**src/rtl/thresholding_cfg_pkg.sv**
```systemverilog
// Shared types and address helpers for the thresholding configuration loader.
// Field widths collapse to zero when a dimension is 1; field_w() keeps vectors legal.
package thresholding_cfg_pkg;

    typedef enum logic [2:0] {
        IDLE    = 3'd0,
        WRITE   = 3'd1,
        RD_REQ  = 3'd2,
        RD_WAIT = 3'd3,
        RD_OUT  = 3'd4,
        DONE    = 3'd5
    } state_t;

    function automatic int cf_bits(int c, int pe);
        return $clog2(c / pe);
    endfunction

    function automatic int pe_bits(int pe);
        return $clog2(pe);
    endfunction

    function automatic int t_bits(int n);
        return n;
    endfunction

    function automatic int field_w(int w);
        return (w > 0) ? w : 1;
    endfunction

    // {cf, pe, t, 2'b00}; a zero-width field contributes nothing because its shift is 0.
    function automatic logic [31:0] pack_addr(logic [31:0] cf, logic [31:0] pe,
                                              logic [31:0] t, int pe_w, int t_w);
        return ((((cf << pe_w) | pe) << t_w) | t) << 2;
    endfunction

endpackage

```
**src/rtl/thresholding_cfg_loader_if.sv**
```systemverilog
// Stream-in, config-port and readback-stream bundle of the threshold table loader.
// master = loader side, slave = stream source / thresholding core / readback sink.
interface thresholding_cfg_loader_if
    import thresholding_cfg_pkg::*;
#(
    parameter int N  = 2,
    parameter int K  = 8,
    parameter int C  = 4,
    parameter int PE = 2
);
    localparam int ADDR_BITS = cf_bits(C, PE) + pe_bits(PE) + t_bits(N) + 2;

    // Streams: a beat transfers on a rising edge where valid && ready; valid
    // never waits on ready, and data/last hold while valid is high and ready low.
    logic                 s_axis_tready;
    logic                 s_axis_tvalid;
    logic [K-1:0]         s_axis_tdata;
    logic                 s_axis_tlast;

    logic                 cfg_en;
    logic                 cfg_we;
    logic [ADDR_BITS-1:0] cfg_a;
    logic [K-1:0]         cfg_d;
    logic                 cfg_rack;
    logic [K-1:0]         cfg_q;

    logic                 m_axis_tready;
    logic                 m_axis_tvalid;
    logic [K-1:0]         m_axis_tdata;
    logic                 m_axis_tlast;

    modport master (
        output s_axis_tready,
        input  s_axis_tvalid, s_axis_tdata, s_axis_tlast,
        output cfg_en, cfg_we, cfg_a, cfg_d,
        input  cfg_rack, cfg_q,
        input  m_axis_tready,
        output m_axis_tvalid, m_axis_tdata, m_axis_tlast
    );

    modport slave (
        input  s_axis_tready,
        output s_axis_tvalid, s_axis_tdata, s_axis_tlast,
        input  cfg_en, cfg_we, cfg_a, cfg_d,
        output cfg_rack, cfg_q,
        output m_axis_tready,
        input  m_axis_tvalid, m_axis_tdata, m_axis_tlast
    );

endinterface

```
**src/rtl/thresholding_cfg_addr_cnt.sv**
```systemverilog
// Nested t -> pe -> cf position counter shared by the write and readback passes.
// Every field wraps to 0 after its last index; last flags the final table entry.
module thresholding_cfg_addr_cnt #(
    parameter int CF    = 2,
    parameter int PE    = 2,
    parameter int T_CNT = 3,
    parameter int CF_W  = 1,
    parameter int PE_W  = 1,
    parameter int T_W   = 2
) (
    input  logic            clk,
    input  logic            rst,
    input  logic            clr,
    input  logic            inc,
    output logic [CF_W-1:0] cf,
    output logic [PE_W-1:0] pe,
    output logic [T_W-1:0]  t,
    output logic            last
);
    localparam logic [CF_W-1:0] CF_MAX = CF_W'(CF - 1);
    localparam logic [PE_W-1:0] PE_MAX = PE_W'(PE - 1);
    localparam logic [T_W-1:0]  T_MAX  = T_W'(T_CNT - 1);

    logic t_last, pe_last, cf_last;

    assign t_last  = (t == T_MAX);
    assign pe_last = (pe == PE_MAX);
    assign cf_last = (cf == CF_MAX);
    assign last    = t_last && pe_last && cf_last;

    always_ff @(posedge clk) begin
        if (rst || clr) begin
            cf <= '0;
            pe <= '0;
            t  <= '0;
        end else if (inc) begin
            t <= t_last ? '0 : t + 1'b1;
            if (t_last) begin
                pe <= pe_last ? '0 : pe + 1'b1;
                if (pe_last) begin
                    cf <= cf_last ? '0 : cf + 1'b1;
                end
            end
        end
    end

endmodule

```
**src/rtl/thresholding_cfg_loader.sv**
```systemverilog
// Streams a full threshold table into the thresholding core's config port.
// Define THRESHOLDING_CFG_READBACK_EN to also read the table back out on m_axis.
module thresholding_cfg_loader
    import thresholding_cfg_pkg::*;
#(
    parameter int N  = 2,
    parameter int K  = 8,
    parameter int C  = 4,
    parameter int PE = 2
) (
    input  logic   clk,
    input  logic   rst,
    input  logic   start,
    output logic   busy,
    output logic   done,
    output logic   err,
    output state_t dbg_state,
    thresholding_cfg_loader_if.master bus
);
    localparam int CF        = C / PE;
    localparam int CF_W      = cf_bits(C, PE);
    localparam int PE_W      = pe_bits(PE);
    localparam int CF_FW     = field_w(CF_W);
    localparam int PE_FW     = field_w(PE_W);
    localparam int ADDR_BITS = CF_W + PE_W + t_bits(N) + 2;

    state_t               state;
    logic [CF_FW-1:0]     cnt_cf;
    logic [PE_FW-1:0]     cnt_pe;
    logic [N-1:0]         cnt_t;
    logic                 cnt_last;
    logic                 cnt_clr;
    logic                 cnt_inc;
    logic                 s_fire;
    logic [ADDR_BITS-1:0] addr_now;

    logic                 cfg_en_q;
    logic                 cfg_we_q;
    logic [ADDR_BITS-1:0] cfg_a_q;
    logic [K-1:0]         cfg_d_q;

    assign bus.s_axis_tready = (state == WRITE);
    assign bus.cfg_en        = cfg_en_q;
    assign bus.cfg_we        = cfg_we_q;
    assign bus.cfg_a         = cfg_a_q;
    assign bus.cfg_d         = cfg_d_q;
    assign dbg_state         = state;

    assign s_fire   = (state == WRITE) && bus.s_axis_tvalid;
    assign cnt_clr  = (state == IDLE) && start;
    assign addr_now = ADDR_BITS'(pack_addr(32'(cnt_cf), 32'(cnt_pe), 32'(cnt_t), PE_W, N));

`ifdef THRESHOLDING_CFG_READBACK_EN
    logic         m_valid_q;
    logic [K-1:0] m_data_q;
    logic         m_last_q;
    logic         rd_fire;

    assign bus.m_axis_tvalid = m_valid_q;
    assign bus.m_axis_tdata  = m_data_q;
    assign bus.m_axis_tlast  = m_last_q;
    assign rd_fire           = (state == RD_OUT) && bus.m_axis_tready;
    assign cnt_inc           = s_fire || rd_fire;
`else
    logic unused_rd;

    assign bus.m_axis_tvalid = 1'b0;
    assign bus.m_axis_tdata  = '0;
    assign bus.m_axis_tlast  = 1'b0;
    assign cnt_inc           = s_fire;
    assign unused_rd         = ^{bus.cfg_rack, bus.cfg_q, bus.m_axis_tready};
`endif

    thresholding_cfg_addr_cnt #(
        .CF   (CF),
        .PE   (PE),
        .T_CNT((1 << N) - 1),
        .CF_W (CF_FW),
        .PE_W (PE_FW),
        .T_W  (N)
    ) u_addr_cnt (
        .clk (clk),
        .rst (rst),
        .clr (cnt_clr),
        .inc (cnt_inc),
        .cf  (cnt_cf),
        .pe  (cnt_pe),
        .t   (cnt_t),
        .last(cnt_last)
    );

    always_ff @(posedge clk) begin
        if (rst) begin
            state    <= IDLE;
            busy     <= 1'b0;
            done     <= 1'b0;
            err      <= 1'b0;
            cfg_en_q <= 1'b0;
            cfg_we_q <= 1'b0;
            cfg_a_q  <= '0;
            cfg_d_q  <= '0;
`ifdef THRESHOLDING_CFG_READBACK_EN
            m_valid_q <= 1'b0;
            m_data_q  <= '0;
            m_last_q  <= 1'b0;
`endif
        end else begin
            done     <= 1'b0;
            cfg_en_q <= 1'b0;
            cfg_we_q <= 1'b0;
            case (state)
                IDLE: begin
                    if (start) begin
                        state <= WRITE;
                        busy  <= 1'b1;
                        err   <= 1'b0;
                    end
                end
                WRITE: begin
                    if (bus.s_axis_tvalid) begin
                        cfg_en_q <= 1'b1;
                        cfg_we_q <= 1'b1;
                        cfg_a_q  <= addr_now;
                        cfg_d_q  <= bus.s_axis_tdata;
                        // A misplaced or missing tlast only flags; the table length is fixed.
                        if (bus.s_axis_tlast != cnt_last) begin
                            err <= 1'b1;
                        end
                        if (cnt_last) begin
`ifdef THRESHOLDING_CFG_READBACK_EN
                            state <= RD_REQ;
`else
                            state <= DONE;
`endif
                        end
                    end
                end
`ifdef THRESHOLDING_CFG_READBACK_EN
                RD_REQ: begin
                    cfg_en_q <= 1'b1;
                    cfg_a_q  <= addr_now;
                    state    <= RD_WAIT;
                end
                RD_WAIT: begin
                    if (bus.cfg_rack) begin
                        m_valid_q <= 1'b1;
                        m_data_q  <= bus.cfg_q;
                        m_last_q  <= cnt_last;
                        state     <= RD_OUT;
                    end
                end
                RD_OUT: begin
                    // The counter steps on this handshake, so cnt_last still names the beat on show.
                    if (bus.m_axis_tready) begin
                        m_valid_q <= 1'b0;
                        m_last_q  <= 1'b0;
                        state     <= cnt_last ? DONE : RD_REQ;
                    end
                end
`endif
                DONE: begin
                    done  <= 1'b1;
                    busy  <= 1'b0;
                    state <= IDLE;
                end
                default: state <= IDLE;
            endcase
        end
    end

endmodule

```
**src/flat_wrapper.sv**
```systemverilog
// flat-port wrapper written by rule: the top's interface ports become plain ports
module thresholding_cfg_loader_flat import thresholding_cfg_pkg::*;
#(
    parameter int N  = 2,
    parameter int K  = 8,
    parameter int C  = 4,
    parameter int PE = 2
)
  (clk, rst, start, busy, done, err, dbg_state, bus_s_axis_tready, bus_s_axis_tvalid, bus_s_axis_tdata, bus_s_axis_tlast, bus_cfg_en, bus_cfg_we, bus_cfg_a, bus_cfg_d, bus_cfg_rack, bus_cfg_q, bus_m_axis_tready, bus_m_axis_tvalid, bus_m_axis_tdata, bus_m_axis_tlast);
  thresholding_cfg_loader_if #(.N(N), .K(K), .C(C), .PE(PE)) bus_i ();
  input  logic clk;
  input  logic rst;
  input  logic start;
  output logic busy;
  output logic done;
  output logic err;
  output state_t dbg_state;
  output wire logic [$bits(bus_i.s_axis_tready)-1:0] bus_s_axis_tready;
  input wire logic [$bits(bus_i.s_axis_tvalid)-1:0] bus_s_axis_tvalid;
  input wire logic [$bits(bus_i.s_axis_tdata)-1:0] bus_s_axis_tdata;
  input wire logic [$bits(bus_i.s_axis_tlast)-1:0] bus_s_axis_tlast;
  output wire logic [$bits(bus_i.cfg_en)-1:0] bus_cfg_en;
  output wire logic [$bits(bus_i.cfg_we)-1:0] bus_cfg_we;
  output wire logic [$bits(bus_i.cfg_a)-1:0] bus_cfg_a;
  output wire logic [$bits(bus_i.cfg_d)-1:0] bus_cfg_d;
  input wire logic [$bits(bus_i.cfg_rack)-1:0] bus_cfg_rack;
  input wire logic [$bits(bus_i.cfg_q)-1:0] bus_cfg_q;
  input wire logic [$bits(bus_i.m_axis_tready)-1:0] bus_m_axis_tready;
  output wire logic [$bits(bus_i.m_axis_tvalid)-1:0] bus_m_axis_tvalid;
  output wire logic [$bits(bus_i.m_axis_tdata)-1:0] bus_m_axis_tdata;
  output wire logic [$bits(bus_i.m_axis_tlast)-1:0] bus_m_axis_tlast;
  assign bus_s_axis_tready = bus_i.s_axis_tready;
  assign bus_i.s_axis_tvalid = bus_s_axis_tvalid;
  assign bus_i.s_axis_tdata = bus_s_axis_tdata;
  assign bus_i.s_axis_tlast = bus_s_axis_tlast;
  assign bus_cfg_en = bus_i.cfg_en;
  assign bus_cfg_we = bus_i.cfg_we;
  assign bus_cfg_a = bus_i.cfg_a;
  assign bus_cfg_d = bus_i.cfg_d;
  assign bus_i.cfg_rack = bus_cfg_rack;
  assign bus_i.cfg_q = bus_cfg_q;
  assign bus_i.m_axis_tready = bus_m_axis_tready;
  assign bus_m_axis_tvalid = bus_i.m_axis_tvalid;
  assign bus_m_axis_tdata = bus_i.m_axis_tdata;
  assign bus_m_axis_tlast = bus_i.m_axis_tlast;
  thresholding_cfg_loader #(.N(N), .K(K), .C(C), .PE(PE)) u_core (.clk(clk), .rst(rst), .start(start), .busy(busy), .done(done), .err(err), .dbg_state(dbg_state), .bus(bus_i));
endmodule
```
**config.mk**
```make
export PLATFORM = sky130hd
export DESIGN_NAME = thresholding_cfg_loader_flat
export DESIGN_NICKNAME = d
export VERILOG_FILES = /design/src/rtl/thresholding_cfg_pkg.sv /design/src/rtl/thresholding_cfg_loader_if.sv /design/src/rtl/thresholding_cfg_addr_cnt.sv /design/src/rtl/thresholding_cfg_loader.sv /design/src/flat_wrapper.sv
export SDC_FILE = /design/constraint.sdc
export NUM_CORES = 1
export LEC_CHECK = 0
export BUFFER_PORTS_ARGS = -buffer_cell sky130_fd_sc_hd__buf_2
export CORE_UTILIZATION = 35
export CTS_CLUSTER_DIAMETER = 50
export DETAILED_ROUTE_END_ITERATION = 16
export GPL_ROUTABILITY_DRIVEN = 0
export GPL_TIMING_DRIVEN = 0
export PLACE_DENSITY_LB_ADDON = 0.05
export SLEW_MARGIN = 20
export SYNTH_ARGS = -nofsm -noshare
export SYNTH_HDL_FRONTEND = slang
export SYNTH_SLANG_ARGS = --single-unit
```
**constraint.sdc**
```tcl
create_clock -name clk -period 1.25 [get_ports clk]
set_input_delay 0.0625 -clock clk [delete_from_list [all_inputs] [get_ports clk]]
set_output_delay 0.0625 -clock clk [all_outputs]
set_load 0.1 [all_outputs]
```
==> results.ini <==
[status]
outcome=completed

[final_layout]
area_delta_synth_final_pct=46.9
instances_no_fill=198
ff_latch_area_um2=452
drive_gt1_frac=0.417
n_fill_cell=251
multi_input_area_um2=414
finalInstanceArea_um2=1370
nNetsFinal=192
diodes=0
layout_commonest_cell=buf_2
final_cell_mix=buf_2 (30), nand2_1 (29), dfxtp_1 (17)

[global_route]
grt.met2_usage=0.256
grt_max_degree=14
overflow=0
antenna_found_initial=0
grt_busiest_layer=met2
track_usage=0.154
gr-usage-met3=0.0311
use_met1=0.182
grt_first_pass_wirelength_mm=3.15
grt_pass1_vias=752

[sta]
hold_slack_ns=0.0295
hold_violations=0
setup_ws_ns=0.00726
fin_crit_ns=1.24
rsz0062_at_grt=true
setup_viol=0
maxSlewViolCount=0
finalCritPeriodShare=0.994
finClkSkew_ns=0.0130
max_freq_mhz=805

[placement]
place_inst=184
post_dp_cell_area_um2=1190
dp_hpwl_mm=1.38
port-buffer-count=31
pre_cts_slack_ns=0.0212

[drt]
routed_via_density=4.38
ant_nets=0
initialDrtViolationCount=11
dr.pass1.iters=4
route.detailed.wl_per_inst_um=10.2
wirelength_mm=2.03
drc=0
routed-via-count=868

[worst_hold_path]
min_from=bus_s_axis_tlast
hp-class=input pin to register

[yosys]
synth_seq_cells=22
ys_types=27
synth_area_leaders=dfxtp_1 (47%), nand2_1 (12%), buf_4 (11%)
synth_edf_count=0
synth_area_um2=931
postSynthCellCount=111
synthFlopType=dfxtp_1
async_flop_share=0
yosysTopAreaCellShare=0.473
yosysTopAreaCell=dfxtp_1
yosysSeqAreaShare=0.473
avgSynthCellArea_um2=8.39
ys_warn_count=0

[critical_path]
crit_start=u_core.dbg_state[2]$_SDFFE_PP0P_
path_cells=nand3b_1 -> buf_6 -> o31ai_1 -> a21oi_2
crit_fanout=7
r2r_start=u_core.dbg_state[2]$_SDFFE_PP0P_
worstSetupEndpointType=register
critPathTopFamily=flip-flops
cpMaxStageDelayCell=dfxtp_4
cpPeakStageDelay_ns=0.38
worst-path-buf-inv=1
worstPathRequired_ns=1.45
start_kind=register
criticalPathCategory=register to register
crit_arrival_ns=1.45

[clock_tree]
h-tree-depth=1
cts_tree=yes
cts-root-buf=clkbuf_4
cts_buffer_depth=2
clock-sinks=22
cts_buffers=3
clk_pin_slew_worst_paths_ns=0.13
clkLatencyLatePin_ns=0.31

[floorplan]
die_x_um=53.6
start_util=0.372
num_io_pins=56
coreArea_um2=2500
die_h_um=53.6
die_area_um2=2870
std_cell_rows=18

[pwr]
total_power_w=0.00171
p_leak_nw=0.629
powerDensity_nw_per_um2=1250
ir_worst_vdd_v=0.000696

[job]
drv_cap=0

[per-stage QoR]
| step | setup TNS [ns] | utilization |
|---|---|---|
| 2_1_floorplan | -0.165 | - |
| 3_3_place_gp | 0 | 0.476 |
| 3_5_place_dp | 0 | 0.476 |
| 4_1_cts | 0 | 0.533 |
| 5_1_grt | -0.0926 | 0.547 |
| 6_report | 0 | 0.547 |
[cell type report]
cell class                      count  area share
Sequential cell                    22       0.330
Multi-Input combinational cell     79       0.303
Timing Repair Buffer               42       0.197
Buffer                             19       0.102
Clock buffer                        4      0.0348
Tap cell                           30      0.0274
Inverter                            2     0.00549
[worst register-to-register path: stages (launching register included)]
cell and delay (ns):
dfxtp_4 0.38, nand3b_1 0.22, buf_6 0.18, o31ai_1 0.28, a21oi_2 0.09
[cells in the mapped netlist (2+ instances only)]
cell type / n
o31ai_1: 2
dfxtp_1: 22
clkbuf_1: 2
nand2_1: 29
a21oi_1: 16
nor2_1: 3
buf_2: 3
buf_4: 14
nand3b_1: 2
[report_power, final]
part,internal [W],total [W],switching [W]
Sequential,0.000718,0.000730,0.0000112
Combinational,0.000112,0.000511,0.000399
Clock,0.000244,0.000468,0.000224
Total,0.00107,0.00171,0.000634
[state kept, by name, summed over array words and instances, names as in the netlist]
register	cells
u_core.err	1
u_core.done	1
u_core.busy	1
u_core.bus.cfg_a	4
u_core.dbg_state	2
u_core.bus.cfg_d	8
u_core.u_addr_cnt.t	2
u_core.bus.cfg_en	1
u_core.u_addr_cnt.pe	1
u_core.u_addr_cnt.cf	1
[metal layers]
metal	vias up	routed length [µm]
met1	380	885
met4	0	35
met2	34	983
met5	-	0
li1	450	-
met3	4	120
[cell families after synthesis]
| logic type | after synthesis | synth area share |
|---|---|---|
| AO/OA/AOI/OAI | 20 | 0.121 |
| XOR/XNOR | 1 | 0.00941 |
| buffers and inverters | 22 | 0.157 |
| flip-flops | 22 | 0.473 |
| other | 1 | 0.00403 |
| AND/OR/NAND/NOR | 45 | 0.235 |
[path summary, 6_finish.rpt]
check | end | slack (ns) | cells after the start
max | u_core.u_addr_cnt.cf$_SDFFE_PP0P_ | 0.007 | 4
min | u_core.err$_SDFFE_PP0P_ | 0.03 | 3
min reg2reg | u_core.err$_SDFFE_PP0P_ | 0.46 | 2
max reg2reg | u_core.u_addr_cnt.cf$_SDFFE_PP0P_ | 0.007 | 4
[repair_timing]
| item | in CTS | in global routing |
|---|---|---|
| endpoints found under the setup margin | 1 | 6 |
| hold buffers | 9 | 0 |
| setup buffers | 0 | 2 |
| gates resized for setup | 1 | 8 |
| hold endpoints to repair | 9 | 0 |
Power figures use the tool's default switching activity.
